===== src/rtl/ds_pkg.sv =====
// ds_pkg: bus codes, state encoding and widths shared by the
// 2x2 downsampling sequencer and its datapath neighbours.
package ds_pkg;

  localparam int DATA_W = 32;

  localparam logic [3:0] CB_NONE = 4'b0000;
  localparam logic [3:0] CB_SOR  = 4'b1001;
  localparam logic [2:0] AB_NONE = 3'b000;
  localparam logic [2:0] AB_SOR  = 3'b001;

  typedef enum logic [2:0] {
    S_IDLE,
    S_LOAD,
    S_RD,
    S_INC,
    S_EMIT,
    S_DONE
  } state_t;

endpackage


===== src/rtl/ds_sor_sequencer.sv =====
// ds_sor_sequencer: walks the four source taps of each 2x2 output
// pixel through SOR, handshaking memory reads and averaged results.
module ds_sor_sequencer #(
  parameter int DATA_W = ds_pkg::DATA_W,
  parameter int DIM_W  = 16
) (
  input  logic              clk,
  input  logic              rst,
  input  logic              start,
  input  logic [DATA_W-1:0] src_base,
  input  logic [DIM_W-1:0]  img_w,
  input  logic [DIM_W-1:0]  img_h,
  output logic [3:0]        cbus_en,
  output logic [DATA_W-1:0] cbus_data,
  output logic              sor_inc,
  output logic [2:0]        abus_en,
  output logic              mem_rd_req,
  input  logic              mem_rd_ack,
  output logic              acc_clr,
  output logic              acc_en,
  output logic              out_valid,
  input  logic              out_ready,
  output logic              busy,
  output logic              done
);

  import ds_pkg::*;

  state_t state, state_n;

  logic [DATA_W-1:0] row_ptr, row_ptr_n;
  logic [DATA_W-1:0] p, p_n, tgt;
  logic [DATA_W-1:0] w_ext, row_step;
  logic [DIM_W-1:0]  w_q, w_n, h_q, h_n;
  logic [DIM_W-1:0]  col, col_n, row, row_n;
  logic [DIM_W-1:0]  w_in, h_in;
  logic [DIM_W-1:0]  col_last, row_last;
  logic [1:0]        tap, tap_n;
  logic              rd_done, out_hs;

  assign w_in     = img_w & ~DIM_W'(1);
  assign h_in     = img_h & ~DIM_W'(1);
  assign w_ext    = DATA_W'(w_q);
  assign row_step = row_ptr + (w_ext << 1);
  assign col_last = (w_q >> 1) - DIM_W'(1);
  assign row_last = (h_q >> 1) - DIM_W'(1);

  assign rd_done = mem_rd_req & mem_rd_ack;
  assign out_hs  = out_valid & out_ready;
  assign acc_en  = rd_done;
  assign acc_clr = rd_done & (tap == 2'd0);

  always_comb begin
    state_n   = state;
    row_ptr_n = row_ptr;
    p_n       = p;
    w_n       = w_q;
    h_n       = h_q;
    col_n     = col;
    row_n     = row;
    tap_n     = tap;
    tgt       = '0;
    unique case (state)
      S_IDLE: begin
        if (start) begin
          w_n       = w_in;
          h_n       = h_in;
          row_ptr_n = src_base;
          p_n       = src_base;
          col_n     = '0;
          row_n     = '0;
          tap_n     = '0;
          tgt       = src_base;
          if (w_in < DIM_W'(2) || h_in < DIM_W'(2))
            state_n = S_DONE;
          else
            state_n = S_LOAD;
        end
      end
      S_LOAD: state_n = S_RD;
      S_RD: begin
        if (rd_done) begin
          tap_n = tap + 2'd1;
          unique case (tap)
            2'd1: begin
              state_n = S_LOAD;
              tgt     = p + w_ext;
            end
            2'd3:    state_n = S_EMIT;
            default: state_n = S_INC;
          endcase
        end
      end
      S_INC: state_n = S_RD;
      S_EMIT: begin
        if (out_hs) begin
          if (col < col_last) begin
            col_n   = col + DIM_W'(1);
            p_n     = p + DATA_W'(2);
            tgt     = p + DATA_W'(2);
            state_n = S_LOAD;
          end else if (row < row_last) begin
            col_n     = '0;
            row_n     = row + DIM_W'(1);
            row_ptr_n = row_step;
            p_n       = row_step;
            tgt       = row_step;
            state_n   = S_LOAD;
          end else begin
            state_n = S_DONE;
          end
        end
      end
      S_DONE:  state_n = S_IDLE;
      default: state_n = S_IDLE;
    endcase
  end

  // outputs are decoded from the next state so they appear as flops
  always_ff @(posedge clk) begin
    if (rst) begin
      state      <= S_IDLE;
      row_ptr    <= '0;
      p          <= '0;
      w_q        <= '0;
      h_q        <= '0;
      col        <= '0;
      row        <= '0;
      tap        <= '0;
      cbus_en    <= CB_NONE;
      cbus_data  <= '0;
      sor_inc    <= 1'b0;
      abus_en    <= AB_NONE;
      mem_rd_req <= 1'b0;
      out_valid  <= 1'b0;
      busy       <= 1'b0;
      done       <= 1'b0;
    end else begin
      state      <= state_n;
      row_ptr    <= row_ptr_n;
      p          <= p_n;
      w_q        <= w_n;
      h_q        <= h_n;
      col        <= col_n;
      row        <= row_n;
      tap        <= tap_n;
      cbus_en    <= (state_n == S_LOAD) ? CB_SOR : CB_NONE;
      cbus_data  <= (state_n == S_LOAD) ? tgt : '0;
      sor_inc    <= (state_n == S_INC);
      abus_en    <= (state_n == S_RD) ? AB_SOR : AB_NONE;
      mem_rd_req <= (state_n == S_RD);
      out_valid  <= (state_n == S_EMIT);
      busy       <= (state_n != S_IDLE);
      done       <= (state_n == S_DONE);
    end
  end

endmodule


===== config.mk =====
export PLATFORM = sky130hd
export DESIGN_NAME = ds_sor_sequencer
export DESIGN_NICKNAME = d
export VERILOG_FILES = /design/src/rtl/ds_pkg.sv /design/src/rtl/ds_sor_sequencer.sv
export SDC_FILE = /design/constraint.sdc
export NUM_CORES = 1
export LEC_CHECK = 0
export ABC_AREA = 1
export CORE_MARGIN = 2
export CORE_UTILIZATION = 55
export DETAILED_ROUTE_END_ITERATION = 12
export GPL_TIMING_DRIVEN = 0
export PLACE_DENSITY = 0.86
export RECOVER_POWER = 100
export SETUP_SLACK_MARGIN = 0.05
export SYNTH_ARGS = -nofsm -noshare
export SYNTH_HDL_FRONTEND = slang
export SYNTH_SLANG_ARGS = --single-unit

===== constraint.sdc =====
create_clock -name clk -period 4.5 [get_ports clk]
set_clock_uncertainty 0.05 [all_clocks]
set_input_delay 1.125 -clock clk [delete_from_list [all_inputs] [get_ports clk]]
set_output_delay 1.125 -clock clk [all_outputs]
set_load 0.02 [all_outputs]

==> flow_summary.yaml <==
run_status:
  status: "complete, no violations"
flow_run:
  drv_cap: 0
synth:
  yosys-mux-area-fraction_pct: 0
  synth_adder_area_share_pct: 7.221
  synth.most_common_cell: "nand2_1"
  synthXorXnorAreaFrac_pct: 6.231
  synth.avg_cell_area_sq_um: 6.145
  synth_top_family_by_area: "simple AND/OR/NAND/NOR gates"
  synth_cell_types: 49
  synth_ff_type: "dfxtp_1"
  yosys-top-cells-area: "dfxtp_1 (27%), nand2_1 (19%), nor2_1 (8.7%)"
  synthesis.area_sq_um: 12510
  synth-edff-count: 0
  synth_cells: 2036
  yosys_warnings: 0
  yosysTopAreaCell: "dfxtp_1"
  synthDominantCellAreaShare_pct: 27.04
  ys_ff_latch: 169
  ys_top_cells_by_count: "nand2_1 (619), nor2_1 (291), inv_1 (194), dfxtp_1 (169), a21oi_1 (134)"
  synth_compound_area_share_pct: 12.14
  synth-simple-area-share_pct: 38.51
  ys_seq_area_share_pct: 27.04
  synthArstFlopShare_pct: 0
clock_network:
  clockRootBuffer: "clkbuf_16"
  path_clk_slew_ns: 0.08
  cts_tree: "done"
  ctsHoldBuffers: 0
  cts_buffers: 17
  h-tree-depth: 4
  cts_sinks: 169
  clockBufferDepth: 2
  clock_latency_ns: 0.45
layout:
  area.growth.synth_to_final_pct: 16.66
  drive_above_1_share_pct: 4.956
  diodes: 0
  fin_nets: 2306
  postLayoutCellArea_sq_um: 14600
  fill_cells: 2141
route:
  drcViolationCount: 0
  drtIter0Drc: 1421
  viasPerCell: 5.674
  drtAntennaViolNets: 0
  dr_total_vias: 13980
  wl_per_cell_microns: 18.33
  drtPass1Iterations: 7
  drt-total-wl_microns: 45170
pwr:
  p_int_mw: 2.760
  vdd_ir_drop_max_mv: 0.2377
  switchingPower_mw: 1.551
  power_density_nw_per_um2: 295.4
  power_mw: 4.311
  pwr-share-seq_pct: 39.9
  clkPwrFrac_pct: 37.0
  switching_share_pct: 35.98
  p_leak_nw: 6.620
  p_comb_share_pct: 23.1
critical_path:
  cp-start-kind: "register"
  end_kind: "register"
  crit_type: "reg2reg"
  setup.worst_path.end: "cbus_data[7]"
  cp.required_ns: 4.80
  regToRegStartpoint: "w_q[2]"
  cp.arrival_ns: 4.53
  reg2reg_slack_ns: 0.27
  r2r_end: "cbus_data[7]"
  cp-startpoint: "w_q[2]"
  crit_fanout: 10
  r2r_cells: 23
global_route:
  grt_pass1_vias: 13180
  track_usage_pct: 37.40
  grt_pass1_wl_microns: 68860
  antenna_found_initial: 0
  grt_max_degree: 21
  grt_overflow: 0
timing:
  rsz0062_at_grt: "yes"
  finalSetupViolations: 0
  finalHoldViolations: 0
  worstMarginPinSlew_ns: 0.9099
  fin_tns_setup_ns: 0
  final-max-slew-violation-count: 0
  min_period_ns: 4.231
  relSlewSlack_pct: 39.34
  max_freq_mhz: 236.4
  fin_crit_sh_pct: 94.02
floorplan:
  core_area_sq_um: 22500
  ios: 115
  die_h_microns: 154.8
  start_util_pct: 55.60
  dieArea_sq_um: 23970
  rows: 55
  die_x_microns: 154.8
place:
  port_buffers: 107
  post_dp_cell_area_sq_um: 13950
  dp.final_hpwl_microns: 35900
  routabilityCongestion: 1.017
min_path:
  hold_class: "reg2reg"
  hold_start: "row_ptr[0]"
-- registers in the layout, summed over array words and instances (netlist names), 2 cells and up --
signal and cells:
cbus_data 32, state 3, tap 2, row_ptr 32
row 16, col 16, p 32, h_q 15
w_q 15
-- through the flow --
stage	std cells	hold WS, ns	setup WS [ns]	util (%)
floorplan	2039	0.3945	1.153	-
global placement	2431	0.4032	0.1260	61.99
detailed placement	2431	0.4200	0.1132	61.99
CTS	2463	0.4313	0.06433	64.83
global route	2464	0.4427	0.03159	64.86
finish	2464	0.4399	0.2690	64.86
-- metal layers --
| layer | track usage (%) | up-vias | routed length (microns) |
|---|---|---|---|
| met2 | 62.05 | 682 | 20490 |
| met1 | 45.41 | 6343 | 17880 |
| met4 | 20.33 | 0 | 2538 |
| met5 | 0 | - | 0 |
| met3 | 7.929 | 159 | 4253 |
| li1 | - | 6797 | - |
-- power groups by stage --
stage	Sequential, mW	Clock (mW)	Combinational (mW)
2_1_floorplan	1.70	0	0.654
3_3_place_gp	1.74	0	0.949
3_5_place_dp	1.75	0	0.970
4_1_cts	1.71	1.59	0.979
5_1_grt	1.73	1.65	1.10
6_report	1.72	1.60	0.996
-- cells in the final DEF (no fill, tap or decap), drive strengths merged, types with 3 or more instances in the layout --
cell type,n
clkinv,8
ha,69
or2,8
buf,27
xnor2,31
dlygate4sd3,44
nand4,23
o21ai,120
nor3,52
nand3b,11
a21oi,146
conb,4
nand2,625
o21bai,4
xor2,58
inv,208
a22oi,3
clkdlybuf4s50,63
clkbuf,58
nor2,296
nor4,12
o21a,3
nand3,117
dfxtp,169
-- cell type report --
cell class	instances	area [sq um]	share of cell area (%)
clock buffers	17	425.4	2.915
flip-flops and latches	169	3383	23.18
plain buffers	67	332.8	2.280
clock inverters	15	214.0	1.466
multi-input cells	1600	8038	55.07
well taps	285	356.6	2.443
inverters	203	767.0	5.255
repair buffers	108	1079	7.390
-- worst min-delay path by stage --
stage / end / slack, ns / depth (start not counted)
3_3_place_gp: row_ptr[0] / 0.40 / 2
5_1_grt: row_ptr[0] / 0.44 / 2
4_1_cts: row_ptr[0] / 0.43 / 2
3_5_place_dp: row_ptr[0] / 0.42 / 2
6_report: row_ptr[0] / 0.44 / 2
2_1_floorplan: h_q[14] / 0.39 / 2
-- repair_timing --
| action | CTS | global route |
|---|---|---|
| endpoints found under the setup margin | 0 | 120 |
| buffers inserted | 0 | 1 |
| resized for setup | 0 | 7 |
| hold endpoints to repair | 0 | 0 |
-- worst max-delay path: stages, from the launching register on --
cell      delay [ns]
dfxtp_1         0.43
inv_2           0.16
ha_1            0.21
nand2_1         0.10
nor3_2          0.18
nand2_1         0.11
inv_1           0.07
nand2_1         0.06
or3_1           0.34
nor3_1          0.20
xnor2_1         0.15
ha_1            0.25
nand2_1         0.08
inv_1           0.05
nand3_2         0.08
inv_1           0.07
a21oi_4         0.19
nand2_4         0.14
nand2_1         0.15
nand2_1         0.10
inv_1           0.24
clkbuf_2        0.35
nand2_1         0.09
a21oi_1         0.25
-- cells by family (layout without fill, tap and decap cells) --
logic type               Yosys count  in the layout
other                              1              4
flip-flops                       169            169
XOR/XNOR                          89             89
buffers and inverters            270            410
AND/OR/NAND/NOR                 1152           1152
AO/OA/AOI/OAI                    284            284
adder cells (fa/ha/maj)           71             71
Power figures use the tool's default switching activity.
